### src/rtl/y86_pkg.sv
// Shared Y86 encodings and default widths for the pipeline register slice.
package y86_pkg;

  localparam int DATA_W_DEF  = 64;
  localparam int ICODE_W_DEF = 4;
  localparam int REG_W_DEF   = 4;
  localparam int STAT_W_DEF  = 3;
  localparam int CNT_W_DEF   = 32;

  localparam logic [3:0] IHALT = 4'h0;
  localparam logic [3:0] INOP  = 4'h1;

  localparam logic [2:0] SAOK = 3'd1;
  localparam logic [2:0] SHLT = 3'd2;
  localparam logic [2:0] SADR = 3'd3;
  localparam logic [2:0] SINS = 3'd4;

  localparam logic [3:0] RNONE = 4'hF;

endpackage

### src/rtl/pipe_field_reg.sv
// One pipeline-register field: reset/bubble load a fixed NOP value, otherwise load or hold.
module pipe_field_reg #(
  parameter int             W          = 1,
  parameter logic [W-1:0]   BUBBLE_VAL = '0
) (
  input  logic         CLK,
  input  logic         RST,
  input  logic         bubble,
  input  logic         load,
  input  logic [W-1:0] d,
  output logic [W-1:0] q
);

  always_ff @(posedge CLK) begin
    if (RST || bubble) begin
      q <= BUBBLE_VAL;
    end else if (load) begin
      q <= d;
    end
  end

endmodule

### src/rtl/pipe_stage_reg_ctl.sv
// D->E pipeline register with stall/bubble control, valid tracking and sticky conflict flag.
// Optional stall/bubble performance counters are built when PERF_CNT_EN is defined.
module pipe_stage_reg_ctl
  import y86_pkg::*;
#(
  parameter int DATA_W  = DATA_W_DEF,
  parameter int ICODE_W = ICODE_W_DEF,
  parameter int REG_W   = REG_W_DEF,
  parameter int STAT_W  = STAT_W_DEF
`ifdef PERF_CNT_EN
  ,parameter int CNT_W  = CNT_W_DEF
`endif
) (
  input  logic               CLK,
  input  logic               RST,
  input  logic               E_stall,
  input  logic               E_bubble,
  input  logic [STAT_W-1:0]  D_status,
  input  logic [ICODE_W-1:0] D_icode,
  input  logic [ICODE_W-1:0] D_ifun,
  input  logic [REG_W-1:0]   D_rA,
  input  logic [REG_W-1:0]   D_rB,
  input  logic [DATA_W-1:0]  D_valC,
  input  logic [DATA_W-1:0]  D_valP,
  input  logic [DATA_W-1:0]  D_valA,
  input  logic [DATA_W-1:0]  D_valB,
  output logic [STAT_W-1:0]  e_status,
  output logic [ICODE_W-1:0] e_icode,
  output logic [ICODE_W-1:0] e_ifun,
  output logic [REG_W-1:0]   e_rA,
  output logic [REG_W-1:0]   e_rB,
  output logic [DATA_W-1:0]  e_valC,
  output logic [DATA_W-1:0]  e_valP,
  output logic [DATA_W-1:0]  e_valA,
  output logic [DATA_W-1:0]  e_valB,
  output logic               e_valid,
  output logic               ctl_err
`ifdef PERF_CNT_EN
  ,output logic [CNT_W-1:0]  stall_cnt,
  output logic [CNT_W-1:0]   bubble_cnt
`endif
);

  // Bubble beats stall, so a field only loads when neither control is active.
  logic load;
  assign load = !E_stall && !E_bubble;

  pipe_field_reg #(.W(STAT_W), .BUBBLE_VAL(STAT_W'(SAOK))) u_status (
    .CLK(CLK), .RST(RST), .bubble(E_bubble), .load(load), .d(D_status), .q(e_status)
  );
  pipe_field_reg #(.W(ICODE_W), .BUBBLE_VAL(ICODE_W'(INOP))) u_icode (
    .CLK(CLK), .RST(RST), .bubble(E_bubble), .load(load), .d(D_icode), .q(e_icode)
  );
  pipe_field_reg #(.W(ICODE_W), .BUBBLE_VAL('0)) u_ifun (
    .CLK(CLK), .RST(RST), .bubble(E_bubble), .load(load), .d(D_ifun), .q(e_ifun)
  );
  pipe_field_reg #(.W(REG_W), .BUBBLE_VAL(REG_W'(RNONE))) u_ra (
    .CLK(CLK), .RST(RST), .bubble(E_bubble), .load(load), .d(D_rA), .q(e_rA)
  );
  pipe_field_reg #(.W(REG_W), .BUBBLE_VAL(REG_W'(RNONE))) u_rb (
    .CLK(CLK), .RST(RST), .bubble(E_bubble), .load(load), .d(D_rB), .q(e_rB)
  );
  pipe_field_reg #(.W(DATA_W), .BUBBLE_VAL('0)) u_valc (
    .CLK(CLK), .RST(RST), .bubble(E_bubble), .load(load), .d(D_valC), .q(e_valC)
  );
  pipe_field_reg #(.W(DATA_W), .BUBBLE_VAL('0)) u_valp (
    .CLK(CLK), .RST(RST), .bubble(E_bubble), .load(load), .d(D_valP), .q(e_valP)
  );
  pipe_field_reg #(.W(DATA_W), .BUBBLE_VAL('0)) u_vala (
    .CLK(CLK), .RST(RST), .bubble(E_bubble), .load(load), .d(D_valA), .q(e_valA)
  );
  pipe_field_reg #(.W(DATA_W), .BUBBLE_VAL('0)) u_valb (
    .CLK(CLK), .RST(RST), .bubble(E_bubble), .load(load), .d(D_valB), .q(e_valB)
  );

  always_ff @(posedge CLK) begin
    if (RST) begin
      e_valid <= 1'b0;
      ctl_err <= 1'b0;
    end else begin
      if (E_bubble) begin
        e_valid <= 1'b0;
      end else if (!E_stall) begin
        e_valid <= 1'b1;
      end
      // Simultaneous stall and bubble means the control unit disagreed with itself.
      if (E_stall && E_bubble) begin
        ctl_err <= 1'b1;
      end
    end
  end

`ifdef PERF_CNT_EN
  always_ff @(posedge CLK) begin
    if (RST) begin
      stall_cnt  <= '0;
      bubble_cnt <= '0;
    end else begin
      if (E_stall && !E_bubble && (stall_cnt != '1)) begin
        stall_cnt <= stall_cnt + 1'b1;
      end
      if (E_bubble && (bubble_cnt != '1)) begin
        bubble_cnt <= bubble_cnt + 1'b1;
      end
    end
  end
`endif

endmodule

### config.mk
export PLATFORM = sky130hd
export DESIGN_NAME = pipe_stage_reg_ctl
export DESIGN_NICKNAME = d
export VERILOG_FILES = /design/src/rtl/y86_pkg.sv /design/src/rtl/pipe_field_reg.sv /design/src/rtl/pipe_stage_reg_ctl.sv
export SDC_FILE = /design/constraint.sdc
export NUM_CORES = 1
export LEC_CHECK = 0
export ABC_AREA = 1
export CAP_MARGIN = 10
export CORE_AREA = 2 2 215 217
export DETAILED_ROUTE_END_ITERATION = 12
export DIE_AREA = 0 0 217 219
export PLACE_DENSITY = 0.53
export SETUP_SLACK_MARGIN = 0.1
export SLEW_MARGIN = 10
export SYNTH_ARGS = -nofsm -noshare
export SYNTH_HDL_FRONTEND = slang
export SYNTH_HIERARCHICAL = 1
export SYNTH_SLANG_ARGS = --single-unit
### constraint.sdc
create_clock -name CLK -period 6.3 [get_ports CLK]
set_input_delay 1.26 -clock CLK [delete_from_list [all_inputs] [get_ports CLK]]
set_output_delay 1.26 -clock CLK [all_outputs]
set_load 0.005 [all_outputs]
==> flow_metrics.env <==
export IMPL_status="complete, no violations"
export IMPL_drt_iter0_markers=454
export IMPL_mappedNetlistNets=2016
export IMPL_drive_above_1_share=0.0438
export IMPL_holdPathEnd="u_icode/q[0]"
export IMPL_num_fill_cells=4709
export IMPL_portBuffers=555
export IMPL_io_pins=556
export IMPL_seq_area_um2=5550
export IMPL_max_cap_violations=0
export IMPL_ys_warn_count=6
export IMPL_cts_buffer_depth=3
export IMPL_die_w_um=217
export IMPL_path_delay_family="buffers and inverters"
export IMPL_synth_seq_cells=277
export IMPL_crit_top_cell="nand2_1"
export IMPL_hp_class="flip-flop to flip-flop"
export IMPL_cp_arrival_ps=3570
export IMPL_final_util=0.408
export IMPL_cts_root_buf="clkbuf_16"
export IMPL_drt_met1_wl_mm=15.5
export IMPL_final_setup_skew_ps=0
export IMPL_met3WireLength_mm=3.56
export IMPL_setup_viol=0
export IMPL_multi_input_area_um2=4330
export IMPL_crit_required_ps=6710
export IMPL_syn_area_per_cell_um2=6.64
export IMPL_cpPeakStageDelay_ps=700
export IMPL_worst_setup_path_start_kind="input port"
export IMPL_p_per_area_nw_per_um2=236
export IMPL_drt_wl_total_mm=39.4
export IMPL_core_um2=45100
export IMPL_h_tree_depth=2
export IMPL_r2r_cells=2
export IMPL_cts_setup_buffers=0
export IMPL_first_global_vias=10400
export IMPL_worstPathMaxFanout=163
export IMPL_nets=2538
export IMPL_clock_sinks=277
export IMPL_dieArea_um2=47500
export IMPL_post_cts_resized=0
export IMPL_ant_nets=0
export IMPL_dr_max_layer_used="met5"
export IMPL_grt_pass1_wl_mm=58.3
export IMPL_critical_path_class="input port to flip-flop"
export IMPL_gp_congestion=0.822
export IMPL_clk_latency_ps=520
export IMPL_max_freq_ghz=0.316
export IMPL_cpMaxStageDelayCell="nor2_4"
export IMPL_ff2ff_setup_slack_ps=5690
export IMPL_dr_wl_met2_mm=19.1
export IMPL_place_area_um2=17300
export IMPL_wl_per_cell_um=13.7
export IMPL_rsz0062_at_grt="no"
export IMPL_syn_inst=1737
export IMPL_ys_seq_area_frac=0.481
export IMPL_syn2layout_area_growth_pct=59.6
export IMPL_via_per_inst=3.94
export IMPL_numCtsBuffers=35
export IMPL_first_pass_iters=5
export IMPL_hold_depth=2
export IMPL_drc=0
export IMPL_grt_max_degree=164
export IMPL_max_slew_margin=0.198
export IMPL_synth_area_um2=11500
export IMPL_synth_cell_type_count=14
export IMPL_ir_worst_vdd_uv=130
export IMPL_routed_via_count=11400
export IMPL_final_area_um2=18400
export IMPL_tritoncts="built"
export IMPL_dp_hpwl_mm=29.1
export IMPL_whs_ps=454
export IMPL_tightest_slew_ps=1200
export IMPL_r2r_start="u_vala/q[59]"
export IMPL_die_h_um=219
export IMPL_track_usage=0.157
export IMPL_maxSlewViolCount=0
export IMPL_end_kind="flip-flop"
export IMPL_cp_num_buf_inv=3
export IMPL_clkTransAtPathRegs_ps=50
export IMPL_antenna_found_initial=6
export IMPL_tns_ps=0
export IMPL_cp_cell_sequence="clkdlybuf4s50_1, buf_4, nor2_4, buf_12, nand2_1, nand2_1, nor2_1"
export IMPL_rows=78
export IMPL_hp_start="u_icode/q[0]"
export IMPL_hold_viol_final=0
export IMPL_period_share=0.502
export IMPL_r2r_end="u_vala/q[59]"
export IMPL_period_needed_ps=3160
export IMPL_overflow=0
export IMPL_cts_hold_buf=0
export IMPL_p_leak_nw=8.05
export IMPL_initial_core_util=0.256
## metal layers
metal	GRT usage	up-vias
li1	-	5961
met5	0	-
met2	0.279	377
met4	0.0632	6
met1	0.171	4944
met3	0.0542	62
## Yosys cell counts
master   number  share of area
a21oi_2       1        0.00076
buf_2        12         0.0052
buf_4        56          0.036
buf_6        14          0.014
dfxtp_1     277           0.48
inv_1       270          0.088
inv_2         3        0.00098
nand2_1     550           0.18
nand2_2       2         0.0011
nand3_1      10         0.0043
nor2_1      508           0.17
nor2_2       28          0.015
nor2_4        2         0.0020
nor2_8        4         0.0069
## cell usage in the layout (no fill, tap or decap), types with 7 or more instances in the layout
cell             netlist  layout
nand3_1               10      10
nor2_2                28      28
buf_4                 56      10
nand2_1              550     550
clkbuf_8               0       7
inv_1                270     270
clkbuf_1               0      12
clkdlybuf4s50_1        0     555
nor2_1               508     507
dfxtp_1              277     277
clkbuf_16              0      35
## registers in the layout (all words and copies together) (netlist names)
register,cells
u_ra/q,4
u_status/q,3
u_rb/q,4
u_valc/q,64
u_ifun/q,4
ctl_err,1
e_valid,1
u_valp/q,64
u_valb/q,64
u_icode/q,4
u_vala/q,64
## power breakdown
part / switching [mW] / leakage [nW] / internal (mW)
sequential: 0.0311 / 2.26 / 1.81
clock: 0.751 / 0.526 / 1.15
combinational: 0.263 / 5.27 / 0.342
total: 1.05 / 8.05 / 3.30
## per-stage QoR
stage / power (mW) / setup slack, ps / cells
floorplan: 2.15 / 3370 / 1737
global placement: 2.48 / 2640 / 2822
finish: 4.34 / 3140 / 2884
global route: 4.57 / 2940 / 2883
CTS: 4.43 / 3160 / 2881
detailed placement: 2.49 / 2580 / 2822
## worst min-delay path, stage by stage (launching register included)
cell and delay [ps]:
dfxtp_1 320, nand2_1 50, nand3_1 50
## cells by family after synthesis
family | Yosys count | synth area share
AO/OA/AOI/OAI | 1 | 0.000760
flip-flops | 277 | 0.481
AND/OR/NAND/NOR | 1104 | 0.374
buffers and inverters | 355 | 0.144
## layout make-up
| cell class | instances | area share |
|---|---|---|
| Antenna cell | 3 | 0.000408 |
| Clock buffer | 54 | 0.0553 |
| Clock inverter | 5 | 0.00292 |
| Inverter | 273 | 0.0557 |
| Multi-Input combinational cell | 1105 | 0.235 |
| Sequential cell | 277 | 0.301 |
| Tap cell | 600 | 0.0408 |
| Timing Repair Buffer | 567 | 0.308 |
## worst max path at each step
stage	to	from	cells past startpoint	slack (ps)
5_1_grt	u_valc/q[19]	E_bubble	7	2940
3_3_place_gp	u_valc/q[31]	E_bubble	7	2640
4_1_cts	u_valc/q[36]	E_bubble	7	3160
2_1_floorplan	u_vala/q[55]	E_stall	6	3370
3_5_place_dp	u_valc/q[36]	E_bubble	7	2580
6_report	u_valc/q[43]	E_bubble	7	3140
Power figures use the tool's default switching activity.
